[src/rtl/ram_s_ctrl_if.sv]
// RAM_S single-port bus: the sequencer is the master (address, write data,
// write enable), the RAM is the slave (registered read data).
interface ram_s_ctrl_if #(
  parameter int AW = 8,
  parameter int DW = 8
);
  logic [AW-1:0] Dir;
  logic [DW-1:0] Dato_e;
  logic          EN;
  logic [DW-1:0] Dato_s;

  modport master (output Dir, Dato_e, EN, input  Dato_s);
  modport slave  (input  Dir, Dato_e, EN, output Dato_s);
endinterface

[src/rtl/ram_s_ctrl.sv]
// Block-command sequencer (COPY / FILL / SUM) driving the RAM_S bus.
// Optional start-time address range check: define RAM_S_CTRL_BOUNDS_EN.
module ram_s_ctrl #(
  parameter int AW    = 8,
  parameter int DW    = 8,
  parameter int DEPTH = 12,
  parameter int SUMW  = 16
) (
  input  logic            clk,
  input  logic            rst_n,
  input  logic            start,
  input  logic [1:0]      op,
  input  logic [AW-1:0]   src,
  input  logic [AW-1:0]   dst,
  input  logic [AW-1:0]   len,
  input  logic [DW-1:0]   fill_val,
  output logic            busy,
  output logic            done,
  output logic            err,
  output logic [SUMW-1:0] sum,
  ram_s_ctrl_if.master    ram
);

  typedef enum logic [2:0] {IDLE, RD, LAT, WR, FIN} state_t;
  typedef enum logic [1:0] {
    OP_COPY = 2'b00,
    OP_FILL = 2'b01,
    OP_SUM  = 2'b10,
    OP_RSVD = 2'b11
  } op_t;

  state_t          state, state_d;
  op_t             op_q, op_d;
  logic [AW-1:0]   src_q, src_d;
  logic [AW-1:0]   dst_q, dst_d;
  logic [AW-1:0]   len_q, len_d;
  logic [DW-1:0]   fill_q, fill_d;
  logic [AW-1:0]   cnt, cnt_d;
  logic            err_d, busy_d, done_d, en_d;
  logic [SUMW-1:0] sum_d;
  logic [AW-1:0]   dir_d;
  logic [DW-1:0]   dato_d;
  logic            bounds_fail;

`ifdef RAM_S_CTRL_BOUNDS_EN
  localparam logic [AW:0] LAST_ADDR = (AW+1)'(DEPTH - 1);

  logic [AW:0] src_end, dst_end;
  logic        src_bad, dst_bad;

  // End addresses carry one extra bit so a range wrapping past 2^AW also exceeds LAST_ADDR.
  always_comb begin
    src_end     = {1'b0, src} + {1'b0, len} - (AW+1)'(1);
    dst_end     = {1'b0, dst} + {1'b0, len} - (AW+1)'(1);
    src_bad     = src_end > LAST_ADDR;
    dst_bad     = dst_end > LAST_ADDR;
    bounds_fail = 1'b0;
    if (len != '0) begin
      unique case (op_t'(op))
        OP_COPY: bounds_fail = src_bad | dst_bad;
        OP_FILL: bounds_fail = dst_bad;
        OP_SUM:  bounds_fail = src_bad;
        default: bounds_fail = 1'b0;
      endcase
    end
  end
`else
  assign bounds_fail = 1'b0;
`endif

  always_comb begin
    state_d = state;
    op_d    = op_q;
    src_d   = src_q;
    dst_d   = dst_q;
    len_d   = len_q;
    fill_d  = fill_q;
    cnt_d   = cnt;
    err_d   = err;
    sum_d   = sum;
    dir_d   = ram.Dir;
    dato_d  = ram.Dato_e;

    unique case (state)
      IDLE: begin
        if (start) begin
          op_d   = op_t'(op);
          src_d  = src;
          dst_d  = dst;
          len_d  = len;
          fill_d = fill_val;
          cnt_d  = '0;
          err_d  = 1'b0;
          if (op_d == OP_COPY || op_d == OP_SUM) sum_d = '0;
          if (op_d == OP_RSVD || bounds_fail) begin
            err_d   = 1'b1;
            state_d = FIN;
          end else if (len == '0) begin
            state_d = FIN;
          end else if (op_d == OP_FILL) begin
            state_d = WR;
            dir_d   = dst;
            dato_d  = fill_val;
          end else begin
            state_d = RD;
            dir_d   = src;
          end
        end
      end
      RD: state_d = LAT;
      LAT: begin
        if (op_q == OP_COPY) begin
          // Read data goes straight into the write-data register for the WR cycle.
          state_d = WR;
          dir_d   = dst_q + cnt;
          dato_d  = ram.Dato_s;
        end else begin
          sum_d = sum + SUMW'(ram.Dato_s);
          cnt_d = cnt + AW'(1);
          if (cnt_d == len_q) begin
            state_d = FIN;
          end else begin
            state_d = RD;
            dir_d   = src_q + cnt_d;
          end
        end
      end
      WR: begin
        cnt_d = cnt + AW'(1);
        if (cnt_d == len_q) begin
          state_d = FIN;
        end else if (op_q == OP_COPY) begin
          state_d = RD;
          dir_d   = src_q + cnt_d;
        end else begin
          state_d = WR;
          dir_d   = dst_q + cnt_d;
          dato_d  = fill_q;
        end
      end
      FIN:     state_d = IDLE;
      default: state_d = IDLE;
    endcase

    // Status and strobes are registered from the state being entered.
    busy_d = (state_d == RD) || (state_d == LAT) || (state_d == WR);
    done_d = (state_d == FIN);
    en_d   = (state_d == WR);
  end

  always_ff @(posedge clk or negedge rst_n) begin
    if (!rst_n) begin
      state      <= IDLE;
      op_q       <= OP_COPY;
      src_q      <= '0;
      dst_q      <= '0;
      len_q      <= '0;
      fill_q     <= '0;
      cnt        <= '0;
      busy       <= 1'b0;
      done       <= 1'b0;
      err        <= 1'b0;
      sum        <= '0;
      ram.Dir    <= '0;
      ram.Dato_e <= '0;
      ram.EN     <= 1'b0;
    end else begin
      state      <= state_d;
      op_q       <= op_d;
      src_q      <= src_d;
      dst_q      <= dst_d;
      len_q      <= len_d;
      fill_q     <= fill_d;
      cnt        <= cnt_d;
      busy       <= busy_d;
      done       <= done_d;
      err        <= err_d;
      sum        <= sum_d;
      ram.Dir    <= dir_d;
      ram.Dato_e <= dato_d;
      ram.EN     <= en_d;
    end
  end

endmodule

[src/flat_wrapper.sv]
// flat-port wrapper written by rule: the top's interface ports become plain ports
module ram_s_ctrl_flat 
#(
  parameter int AW    = 8,
  parameter int DW    = 8,
  parameter int DEPTH = 12,
  parameter int SUMW  = 16
)
  (clk, rst_n, start, op, src, dst, len, fill_val, busy, done, err, sum, ram_Dir, ram_Dato_e, ram_EN, ram_Dato_s);
  ram_s_ctrl_if #(.AW(AW), .DW(DW)) ram_i ();
  input  logic clk;
  input  logic rst_n;
  input  logic start;
  input  logic [1:0] op;
  input  logic [AW-1:0] src;
  input  logic [AW-1:0] dst;
  input  logic [AW-1:0] len;
  input  logic [DW-1:0] fill_val;
  output logic busy;
  output logic done;
  output logic err;
  output logic [SUMW-1:0] sum;
  output wire logic [$bits(ram_i.Dir)-1:0] ram_Dir;
  output wire logic [$bits(ram_i.Dato_e)-1:0] ram_Dato_e;
  output wire logic [$bits(ram_i.EN)-1:0] ram_EN;
  input wire logic [$bits(ram_i.Dato_s)-1:0] ram_Dato_s;
  assign ram_Dir = ram_i.Dir;
  assign ram_Dato_e = ram_i.Dato_e;
  assign ram_EN = ram_i.EN;
  assign ram_i.Dato_s = ram_Dato_s;
  ram_s_ctrl #(.AW(AW), .DW(DW), .DEPTH(DEPTH), .SUMW(SUMW)) u_core (.clk(clk), .rst_n(rst_n), .start(start), .op(op), .src(src), .dst(dst), .len(len), .fill_val(fill_val), .busy(busy), .done(done), .err(err), .sum(sum), .ram(ram_i));
endmodule
[config.mk]
export PLATFORM = sky130hd
export DESIGN_NAME = ram_s_ctrl_flat
export DESIGN_NICKNAME = d
export VERILOG_FILES = /design/src/rtl/ram_s_ctrl_if.sv /design/src/rtl/ram_s_ctrl.sv /design/src/flat_wrapper.sv
export SDC_FILE = /design/constraint.sdc
export NUM_CORES = 1
export LEC_CHECK = 0
export ABC_AREA = 1
export BUFFER_PORTS_ARGS = -buffer_cell sky130_fd_sc_hd__buf_2
export CORE_ASPECT_RATIO = 0.6
export CORE_MARGIN = 2
export CORE_UTILIZATION = 25
export CTS_CLUSTER_SIZE = 25
export DETAILED_ROUTE_END_ITERATION = 10
export PLACE_DENSITY_LB_ADDON = 0.3
export SYNTH_ARGS = -nofsm -noshare
export SYNTH_HDL_FRONTEND = slang
export SYNTH_SLANG_ARGS = --single-unit
[constraint.sdc]
create_clock -name clk -period 2.8 [get_ports clk]
set_input_delay 0.14 -clock clk [delete_from_list [all_inputs] [get_ports clk]]
set_output_delay 0.14 -clock clk [all_outputs]
set_load 0.02 [all_outputs]
After elaboration in Yosys (flattened, before gate mapping). Index checks and enable logic that the tools add are counted.

Add/sub/neg operators: 5. Eq/ne operators: 21. Muxes and demuxes: 34. Reduce and logical (&&, ||, !) cells: 14.

Operators by type and width (count): $mux W8 (17); $pmux W8 S3 (3); $mux W16 (3); $pmux W16 S2 (1); $add A8 B8 Y8 (3); $mux W3 (6); $add A16 B8 Y16 (1); $eq A3 B2 Y1 const B (4); $ne A2 B2 Y1 const B (6); $pmux W3 S4 (1); $add A8 B1 Y8 const B (1); $eq A8 B8 Y1 (1); $logic_not A8 Y1 (1); $reduce_and A8 Y1 (1); $eq A3 B1 Y1 const B (2); $ne A2 B1 Y1 const B (3); $reduce_and A6 Y1 (1); $eq A2 B2 Y1 const B (2); $logic_not A2 Y1 (2); $mux W2 (2); $reduce_and A4 Y1 (1); $eq A3 B3 Y1 const B (1); $logic_not A3 Y1 (1); $logic_or A1 B1 Y1 (3); other kinds (7) (7).

Register bits: 81. Input port bits: 45. Output and inout port bits: 36. Word-level logic and storage cells: 88.

Longest topological paths before layout. Gate-level depths: netlist of the first run.

Depth in word-level cells: 9. Depth in mapped cells: 22. Depth with buffers taken out: 22.

Worst setup path before layout of the first run. OpenSTA, ideal clock, no wires.

Path kind: register to register. Start point: reg u_core.cnt[1]. End point: reg u_core.ram.Dir[7]. Setup time: 117 ps. Arrival: 2149 ps. Required time: 2683 ps. Setup slack: 534 ps. Stages on the path, launching flop included: 22. Buffers on the path: 0. Period minus slack after synthesis: 2266 ps. Cells stage by stage: dfrtp_1 ha_1 nand2_1 nor2_2 inv_1 nand2_1 inv_1 ha_1 nand2_1 nand2_1 nand2_1 nand2_1 inv_1 nand2_1 inv_1 nand3_1 nand3_1 nand2_1 inv_1 nand2_1 nor2_1 nor2_1.

Cells in the longest elaborated chain, start to end: 5. Elaborated cells on any way between the ends: 13. Those cells by class: add/sub (4); eq/ne (3); mux (5); reduce/logical (1).

RTL lines: start, declared (line ram_s_ctrl.sv:38) `logic [AW-1:0] cnt, cnt_d;`; start signal, assigned (line ram_s_ctrl.sv:174) `cnt <= cnt_d;`; $add A8 B1 Y8 (line ram_s_ctrl.sv:119, ram_s_ctrl.sv:129); $add A8 B8 Y8 (on tied branches) (line ram_s_ctrl.sv:137, ram_s_ctrl.sv:124, ram_s_ctrl.sv:134); $mux W8 (on tied branches) (line ram_s_ctrl.sv:132, ram_s_ctrl.sv:120); $mux W8 (on tied branches) (line ram_s_ctrl.sv:130, ram_s_ctrl.sv:112); $pmux W8 S3 (line ram_s_ctrl.sv:84) `unique case (state)`; end signal, assigned (line ram_s_ctrl.sv:179) `ram.Dir <= dir_d;`; end, declared (line ram_s_ctrl_if.sv:12) `modport master (output Dir, Dato_e, EN, input Dato_s);`.

Parallel ways exist; a longest one is shown, timed or not. The select of a mux whose other input is x is not followed. A chain may end at the register's enable or synchronous reset.

Final worst setup path of the first run.
Start point: reg u_core.cnt[0]. End point: reg u_core.ram.Dir[6].

Same word-level chain as after synthesis.

==> results of run 1 <==
what timing repair did:
action | in CTS | in global routing
setup endpoints to repair | 0 | 3
endpoints found under the hold margin | 49 | 0
hold buffers | 1 | 0
buffers inserted | 0 | 4
resized for setup | 0 | 7
power by group through the flow:
stage / registers, mW / clock network (mW) / logic, mW
detailed placement: 2.07 / 0 / 3.79
global route: 2.12 / 1.40 / 4.38
finish: 2.05 / 1.32 / 3.86
floorplan: 2.20 / 0 / 2.39
CTS: 2.05 / 1.35 / 3.79
global placement: 2.07 / 0 / 3.79
per-layer routing:
| metal | wire [microns] | vias to the layer above | track usage |
|---|---|---|---|
| met2 | 5890 | 138 | 0.194 |
| met1 | 9760 | 2235 | 0.267 |
| li1 | - | 2526 | - |
| met3 | 1110 | 10 | 0.0319 |
| met4 | 99 | 0 | 0.0272 |
| met5 | 0 | - | 0 |
flip-flops by register name, indices dropped and copies added, names as in the netlist, 2 cells and up:
signal and flops:
u_core.sum 16, u_core.cnt 8, u_core.dst_q 8, u_core.fill_q 8
u_core.len_q 8, u_core.ram.Dato_e 8, u_core.ram.Dir 8, u_core.src_q 8
u_core.state 3, u_core.op_q 2
worst max path at each step:
stage / cells past startpoint / slack [ns] / endpoint / startpoint
3_5_place_dp: 21 / 0.14 / u_core.ram.Dir[7]$_DFFE_PN0P_ / u_core.cnt[1]$_DFFE_PN0P_
2_1_floorplan: 21 / 0.53 / u_core.ram.Dir[7]$_DFFE_PN0P_ / u_core.cnt[1]$_DFFE_PN0P_
3_3_place_gp: 21 / 0.24 / u_core.ram.Dir[7]$_DFFE_PN0P_ / u_core.cnt[1]$_DFFE_PN0P_
5_1_grt: 20 / -0.02 / u_core.ram.Dir[7]$_DFFE_PN0P_ / u_core.cnt[1]$_DFFE_PN0P_
6_report: 16 / 0.28 / u_core.ram.Dir[6]$_DFFE_PN0P_ / u_core.cnt[0]$_DFFE_PN0P_
4_1_cts: 21 / 0.12 / u_core.ram.Dir[7]$_DFFE_PN0P_ / u_core.cnt[1]$_DFFE_PN0P_
metrics by stage:
stage / TNS [ns] / setup WS (ns)
2_1_floorplan: 0 / 0.534
3_3_place_gp: 0 / 0.240
3_5_place_dp: 0 / 0.141
4_1_cts: 0 / 0.119
5_1_grt: -0.0182 / -0.0182
6_report: 0 / 0.280
cells in the mapped netlist, drive strengths merged, types with 2 or more instances:
library cell	count
a21o	5
a21oi	36
a221oi	8
a22o	2
a31oi	2
buf	2
clkbuf	9
dfrtp	81
fa	4
ha	30
inv	90
nand2	203
nand3	54
nand3b	6
nand4	11
nor2	58
nor3	5
o21a	2
o21ai	65
o21bai	3
o22ai	5
or2	3
xnor2	6
xor2	6
worst min-delay path: stages:
cell     delay, ns
buf_2         0.09
nand2_1       0.05
nand2_1       0.05
cell usage in the layout, fill, tap and decap left out, drive strengths merged, types with 8 or more instances in the layout:
master / instances
buf: 95
nor2: 58
a21oi: 36
nand3: 54
inv: 91
o21ai: 65
nand4: 11
ha: 30
a221oi: 8
nand2: 203
dfrtp: 81
clkbuf: 10
cells by family (layout without fill, tap and decap cells):
family / after synthesis / in the layout / share of synthesized area
fa+ha+maj: 34 / 34 / 0.0863
compound gates: 135 / 135 / 0.150
flops: 81 / 81 / 0.384
buf+inv: 102 / 203 / 0.0747
simple gates: 341 / 341 / 0.285
xor+xnor: 12 / 12 / 0.0199
final cells by class:
type | instances | area [sq um]
Inverter | 91 | 342
Timing Repair Buffer | 96 | 526
Multi-Input combinational cell | 522 | 2880
Clock buffer | 10 | 239
Tap cell | 279 | 349
Clock inverter | 6 | 90.1
Fill cell | 2282 | 14400
Sequential cell | 81 | 2030
==> flow_summary.yaml, run 1 <==
run_status:
  outcome: "complete, no violations"
final_layout:
  drive_gt1_frac: 0.191
  area_growth_pct: 22.4
  diodes: 0
  final_cells: 1085
  final_util: 0.309
  final_cell_area_sq_um: 6460
  nets: 880
logic_synthesis:
  synth.top_cell.area_share: 0.384
  yosysWarnings: 0
  synth_nets: 784
  synthFlopType: "dfrtp_1"
  netlist_instances: 705
  yosys.area.top_type: "dfrtp_1"
  netlist_area_sq_um: 5280
  synth_area_leaders: "dfrtp_1 38%, nand2_1 14%, ha_1 7.1%"
  ys_seq_area_frac: 0.384
  async_flop_share: 1.00
  ys_seq_elements: 81
  synth_edf_count: 0
  synthDistinctLibCells: 44
  avgSynthCellArea_sq_um: 7.48
pwr:
  pwr-share-seq: 0.284
  pwr-share-comb: 0.533
  power.density_nw_per_um2: 1120
  pwr-share-clk: 0.183
  power.total_mw: 7.24
  switching_share: 0.472
  p_switching_mw: 3.41
  p_leak_nw: 3.34
  p_int_mw: 3.82
  ir_worst_vdd_mv: 0.420
timing:
  fmax_mhz: 397
  tightest_slew_ns: 0.683
  setup_viol: 0
  fin_skew_ns: 0.00612
  timing.final.crit_period_ns: 2.52
  whs_ns: 0.0117
  finalHoldViolations: 0
  fin_crit_sh: 0.900
  relSlewSlack: 0.544
  slew_viol_final: 0
clock_network:
  clockRootBuffer: "clkbuf_16"
  path_clk_slew_ns: 0.07
  htreeDepth: 3
  cts_buffer_depth: 2
  cts_tree: "done"
  cts-buffers-inserted: 9
  cts.sinks: 81
  clkLatencyLatePin_ns: 0.35
setup_path:
  worst_path_most_repeated_cell: "nand2_1"
  slowest_delay_ns: 0.44
  required_ns: 3.09
  reg2reg_to: "u_core.ram.Dir[6]$_DFFE_PN0P_"
  path_buf_inv: 2
  startpoint_type: "flip-flop"
  end_kind: "flip-flop"
  worst-setup-path-type: "flip-flop to flip-flop"
  worst_path_max_delay_cell: "ha_1"
  reg2reg_depth: 16
  reg2reg_from: "u_core.cnt[0]$_DFFE_PN0P_"
  crit_arrival_ns: 2.81
  cp_top_family: "simple AND/OR/NAND/NOR gates"
  crit_fanout: 6
  crit_chain: "buf_4 > inv_2 > nor2_4 > nand2_1 > nand2_1 > ha_1 > nand2_1 > nand2_1 > nand2_1 > nand3_1 > nand2_1 > nand2_1 > o21ai_0 > nand3b_1 > nand2_1 > nand2_1"
  timing.reg2reg.setup_slack_ns: 0.28
grt:
  grtUsageTotal: 0.158
  grt.overflow.total: 0
  grt_max_degree: 52
  grt_antenna_before_repair: 0
  grt_pass1_wl_microns: 26500
  grt_pass1_vias: 4606
worst_hold_path:
  min_to: "u_core.len_q[1]$_DFFE_PN0P_"
  hold_class: "input pin to flip-flop"
  hold_path_depth: 3
  min-delay-start: "len[1]"
place:
  dp.cells: 1064
  place_congestion: 0.903
  dp_hpwl_microns: 13600
  port_buffers: 80
  placed_area_sq_um: 6060
detailed_routing:
  final_antenna_net_count: 0
  drc: 0
  via_per_inst: 4.52
  drt-total-wl_microns: 16900
  post_drt_wl_per_cell_microns: 15.5
  vias: 4909
  drt-pass1-iter-count: 5
  drt-initial-drc-count: 356
die:
  io_pins: 81
  fp.dieW_microns: 192
  initial_core_util: 0.253
  dieArea_sq_um: 22300
  dieHeight_microns: 117
  rows: 41
  coreArea_sq_um: 20900
run:
  maxCapViolCount: 0
No activity file was read; power rests on OpenSTA's default activity.
==> inputs of run 2 (changes only) <==
--- a/config.mk
+++ b/config.mk
@@ -7,7 +7,7 @@
 export LEC_CHECK = 0
 export ABC_AREA = 1
 export BUFFER_PORTS_ARGS = -buffer_cell sky130_fd_sc_hd__buf_2
-export CORE_ASPECT_RATIO = 0.6
+export CORE_ASPECT_RATIO = 2
 export CORE_MARGIN = 2
 export CORE_UTILIZATION = 25
 export CTS_CLUSTER_SIZE = 25
==> flow_summary.yaml, run 2 (synthesis gave the netlist of run 1 again) <==
final_layout:
  largest_register_ffs: 16
  final_cells: 1070
  diodes: 0
  final_cell_area_sq_um: 6340
  drive_gt1_frac: 0.181
  fill_cells: 2348
  final_common_cell: "nand2_1"
  area_growth_pct: 20.2
  largest_register: "u_core.sum"
  nets: 876
  mostFrequentLayoutCells: "193 x nand2_1, 82 x inv_1, 79 x buf_2, 79 x dfrtp_1, 53 x nand3_1"
  final_util: 0.305
setup_path:
  reg2reg_to: "u_core.ram.Dir[7]$_DFFE_PN0P_"
  reg2reg_depth: 21
  crit_arrival_ns: 2.75
  crit_chain: "ha_1 > nand2_2 > nor2_4 > nand2_1 > nand2_1 > nand2_1 > inv_1 > ha_1 > nand2_1 > inv_1 > nand2_1 > nand2_1 > inv_1 > nand2_1 > inv_1 > nand3_1 > nand3_1 > nand3_1 > nand2_1 > nor2_1 > nor2_1"
  worst_path_max_delay_cell: "dfrtp_2"
  crit_fanout: 7
  reg2reg_from: "u_core.cnt[0]$_DFFE_PN0P_"
  worst_path_most_repeated_cell: "nand2_1"
  timing.reg2reg.setup_slack_ns: 0.29
  end_kind: "flip-flop"
  required_ns: 3.04
  slowest_delay_ns: 0.45
  worst-setup-path-type: "flip-flop to flip-flop"
  startpoint_type: "flip-flop"
clock_network:
  cts.sinks: 81
  clkLatencyLatePin_ns: 0.35
  clockRootBuffer: "clkbuf_16"
  cts_tree: "done"
  path_clk_slew_ns: 0.06
  cts-buffers-inserted: 9
  cts_buffer_depth: 2
  htreeDepth: 3
timing:
  fin_crit_sh: 0.896
  tightest_slew_ns: 0.650
  setup-tns-final_ns: 0
  fin_skew_ns: 0.00954
  slew_viol_final: 0
  setup_ws_ns: 0.291
  finalHoldViolations: 0
  relSlewSlack: 0.567
  setup_viol: 0
  whs_ns: 0.00755
  fmax_mhz: 399
  rsz0062_at_grt: "no"
  timing.final.crit_period_ns: 2.51
grt:
  grt_pass1_wl_microns: 27900
  grt.overflow.total: 0
  grt_pass1_vias: 5301
  grt_max_degree: 47
  grtUsageTotal: 0.165
  grt_antenna_before_repair: 0
pwr:
  power.density_nw_per_um2: 1100
  p_int_mw: 3.57
  power.total_mw: 6.98
  ir_worst_vdd_mv: 0.513
  pwr-share-comb: 0.546
  p_leak_nw: 3.29
  p_switching_mw: 3.42
  pwr-share-clk: 0.157
  switching_share: 0.489
  pwr-share-seq: 0.297
detailed_routing:
  vias: 5003
  drc: 0
  final_antenna_net_count: 0
  post_drt_wl_per_cell_microns: 16.5
  via_per_inst: 4.68
  drt-pass1-iter-count: 4
  drt-total-wl_microns: 17600
  drt-initial-drc-count: 227
place:
  placed_area_sq_um: 6060
  place_congestion: 0.887
  dp_slack_ns: 0.176
  dp_hpwl_microns: 14200
  dp.cells: 1054
  port_buffers: 80
run:
  maxCapViolCount: 0
die:
  rows: 75
  initial_core_util: 0.253
  io_pins: 81
  fp.dieW_microns: 107
  dieArea_sq_um: 22400
  dieHeight_microns: 209
  coreArea_sq_um: 20800
worst_hold_path:
  hold_path_depth: 3
  hold_class: "input pin to flip-flop"
  min-delay-start: "dst[0]"
  min_to: "u_core.dst_q[0]$_DFFE_PN0P_"
run_status:
  outcome: "complete, no violations"
-- run 2: final cells by class --
cell class	count	area, sq um	share of cell area
Clock buffer	10	229	0.0361
Multi-Input combinational cell	522	2870	0.452
Clock inverter	5	33.8	0.00533
Sequential cell	81	2030	0.320
Inverter	91	342	0.0538
Tap cell	269	337	0.0531
Timing Repair Buffer	92	508	0.0801
-- run 2: worst max-delay path: cells and delay by family, from the launching register on --
kind | cells | cell delay, ns
fa+ha+maj | 2 | 0.57
simple gates | 15 | 1.13
buf+inv | 4 | 0.23
flops | 1 | 0.45
-- run 2: what timing repair did --
item | in CTS | in global routing
hold buffers | 1 | 0
gates resized for setup | 0 | 4
endpoints found under the hold margin | 45 | 0
endpoints found under the setup margin | 0 | 2
setup buffers | 0 | 0
-- run 2: worst max-delay path by stage --
stage,startpoint,endpoint,slack [ns],cells after the start
floorplan,u_core.cnt[1]$_DFFE_PN0P_,u_core.ram.Dir[7]$_DFFE_PN0P_,0.53,21
global placement,u_core.cnt[1]$_DFFE_PN0P_,u_core.ram.Dir[7]$_DFFE_PN0P_,0.25,20
detailed placement,u_core.cnt[1]$_DFFE_PN0P_,u_core.ram.Dir[7]$_DFFE_PN0P_,0.18,20
CTS,u_core.cnt[1]$_DFFE_PN0P_,u_core.ram.Dir[7]$_DFFE_PN0P_,0.17,20
global route,u_core.cnt[0]$_DFFE_PN0P_,u_core.ram.Dir[7]$_DFFE_PN0P_,0.03,21
finish,u_core.cnt[0]$_DFFE_PN0P_,u_core.ram.Dir[7]$_DFFE_PN0P_,0.29,21
-- run 2: metal layers --
layer | track usage | up-vias | wire length (microns)
met3 | 0.0137 | 44 | 317
met5 | 0 | - | 0
met1 | 0.154 | 2362 | 6000
met4 | 0.0981 | 0 | 939
li1 | - | 2505 | -
met2 | 0.335 | 92 | 10400
-- run 2: power by group through the flow --
| stage | registers (mW) | logic [mW] | clock network, mW |
|---|---|---|---|
| finish | 2.08 | 3.81 | 1.10 |
| global route | 2.14 | 4.32 | 1.17 |
| global placement | 2.10 | 3.82 | 0 |
| detailed placement | 2.10 | 3.84 | 0 |
| floorplan | 2.20 | 2.39 | 0 |
| CTS | 2.08 | 3.86 | 1.12 |
==> inputs of run 3 (changes only) <==
==> constraint.sdc (replaced) <==
create_clock -name clk -period 2.8 [get_ports clk]
set_input_delay 0.42 -clock clk [delete_from_list [all_inputs] [get_ports clk]]
set_output_delay 0.42 -clock clk [all_outputs]
set_load 0.02 [all_outputs]
==> flow_summary.yaml, run 3 (synthesis gave the netlist of run 1 again) <==
clock_network:
  path_clk_slew_ns: 0.06
  cts_tree: "done"
  cts_buffer_depth: 2
  clkLatencyLatePin_ns: 0.35
  cts-buffers-inserted: 9
  htreeDepth: 3
  clockRootBuffer: "clkbuf_16"
  post-cts-setup-buffer-count: 0
  cts.sinks: 81
worst_hold_path:
  hold_class: "input pin to flip-flop"
  hold_path_depth: 3
detailed_routing:
  vias: 5005
  via_per_inst: 4.69
  post_drt_wl_per_cell_microns: 16.5
  drt-pass1-iter-count: 5
  drt-initial-drc-count: 249
  final_antenna_net_count: 0
  drt-total-wl_microns: 17600
  drc: 0
setup_path:
  slowest_delay_ns: 0.45
  reg2reg_depth: 22
  worst_path_max_delay_cell: "dfrtp_2"
  reg2reg_from: "u_core.cnt[0]$_DFFE_PN0P_"
  crit_fanout: 7
  reg2reg_to: "u_core.ram.Dir[7]$_DFFE_PN0P_"
  cp.depth: 22
  startpoint_type: "flip-flop"
  path_buf_inv: 5
  worst_path_most_repeated_cell: "nand2_1"
  cp_top_family: "simple AND/OR/NAND/NOR gates"
  crit_arrival_ns: 2.74
  required_ns: 3.04
  end_kind: "flip-flop"
  crit_chain: "ha_1 > nand2_2 > nor2_4 > nand2_1 > nand2_1 > nand2_1 > inv_1 > ha_1 > nand2_1 > inv_1 > nand2_1 > nand2_1 > inv_1 > nand2_1 > inv_1 > nand3_1 > nand3_1 > nand2_1 > inv_1 > nand2_1 > nor2_1 > nor2_1"
  crit_path_end: "u_core.ram.Dir[7]$_DFFE_PN0P_"
  startpoint: "u_core.cnt[0]$_DFFE_PN0P_"
  worst-setup-path-type: "flip-flop to flip-flop"
  timing.reg2reg.setup_slack_ns: 0.30
timing:
  setup-tns-final_ns: 0
  tightest_slew_ns: 0.562
  finalHoldViolations: 0
  rsz0062_at_grt: "no"
  slew_viol_final: 0
  relSlewSlack: 0.624
  fin_skew_ns: 0.00494
  fin_crit_sh: 0.893
  setup_viol: 0
  fmax_mhz: 400
  timing.final.crit_period_ns: 2.50
final_layout:
  largest_register_ffs: 16
  final_common_cell: "nand2_1"
  drive_gt1_frac: 0.179
  nets: 875
  largest_register: "u_core.sum"
  area_growth_pct: 20.5
  mostFrequentLayoutCells: "193 x nand2_1, 82 x inv_1, 79 x buf_2, 79 x dfrtp_1, 53 x nand3_1"
  regArea_sq_um: 2030
  fill_cells: 2330
  multiInputGateArea_sq_um: 2870
  final_util: 0.305
  diodes: 0
  final_cell_area_sq_um: 6360
grt:
  use_met2: 0.325
  grt_pass1_wl_microns: 27500
  grt-busiest-layer: "met2"
  grt_pass1_vias: 5280
  grtUsageTotal: 0.164
  grt.overflow.total: 0
  grtUsageMet3: 0.0208
  grt_max_degree: 62
  met1_usage: 0.151
  grt_antenna_before_repair: 0
run_status:
  outcome: "complete, no violations"
die:
  coreArea_sq_um: 20800
  dieArea_sq_um: 22400
  dieHeight_microns: 209
  fp.dieW_microns: 107
  rows: 75
  initial_core_util: 0.253
  io_pins: 81
place:
  port_buffers: 80
  dp_hpwl_microns: 14100
  placed_area_sq_um: 6050
  place_congestion: 0.876
pwr:
  power.density_nw_per_um2: 1110
  p_leak_nw: 3.30
  ir_worst_vdd_mv: 0.582
run:
  maxCapViolCount: 0
[run 3: changes by cell type in the layout (fill, tap and decap cells not counted), sizes merged]
| cell | delta |
|---|---|
| clkinv | -2 |
| clkinvlp | -1 |
| buf | -1 |
| bufinv | +1 |
| clkbuf | +1 |
[run 3: cell type report]
cell class,instances,area share
sequential,81,0.319
tap,269,0.0529
multi-input combinational,522,0.451
clock inverter,3,0.00669
inverter,91,0.0537
clock buffer,11,0.0382
timing repair buffer,91,0.0787
[run 3: timing repair]
action,4_1_cts,5_1_grt
endpoints found under the hold margin,20,0
hold buffers,1,0
setup endpoints to repair,0,2
resized for setup,0,4
[run 3: metrics by stage]
step / setup slack (ns) / hold WS, ns / power [mW] / std cells
after detailed placement: 0.208 / 0.338 / 5.90 / 1053
after global placement: 0.249 / 0.333 / 5.89 / 1053
after CTS: 0.195 / 0.281 / 7.12 / 1068
after floorplan: 0.534 / 0.124 / 4.59 / 705
final: 0.300 / 0.293 / 7.05 / 1068
after global routing: 0.0170 / 0.299 / 7.66 / 1068
[run 3: routing by layer]
layer  wire, microns  part of all wire
met1            5980              0.34
met5               0                 0
met3             336             0.019
met2           10300              0.59
met4             966             0.055
[run 3: power breakdown]
part	switching [mW]	total [mW]	internal, mW
Sequential	0.423	2.09	1.66
Clock	0.478	1.18	0.703
Combinational	2.49	3.78	1.29
[run 3: how the worst min path moves through the flow]
stage           start                          end  slack, ns
3_5_place_dp    rst_n   u_core.sum[15]$_DFFE_PN0P_       0.34
6_report       dst[4]  u_core.dst_q[4]$_DFFE_PN0P_       0.29
5_1_grt        dst[1]  u_core.dst_q[1]$_DFFE_PN0P_       0.30
3_3_place_gp    rst_n       u_core.err$_DFFE_PN0P_       0.33
2_1_floorplan   rst_n        u_core.busy$_DFF_PN0_       0.12
4_1_cts        dst[0]  u_core.dst_q[0]$_DFFE_PN0P_       0.28
[run 3: worst register-to-register path, cell delays in order (launching register included)]
cell,delay (ns)
dfrtp_2,0.45
ha_1,0.23
nand2_2,0.12
nor2_4,0.06
nand2_1,0.08
nand2_1,0.07
nand2_1,0.11
inv_1,0.08
ha_1,0.33
nand2_1,0.11
inv_1,0.04
nand2_1,0.05
nand2_1,0.04
inv_1,0.04
nand2_1,0.08
inv_1,0.09
nand3_1,0.07
nand3_1,0.07
nand2_1,0.05
inv_1,0.05
nand2_1,0.05
nor2_1,0.08
nor2_1,0.04
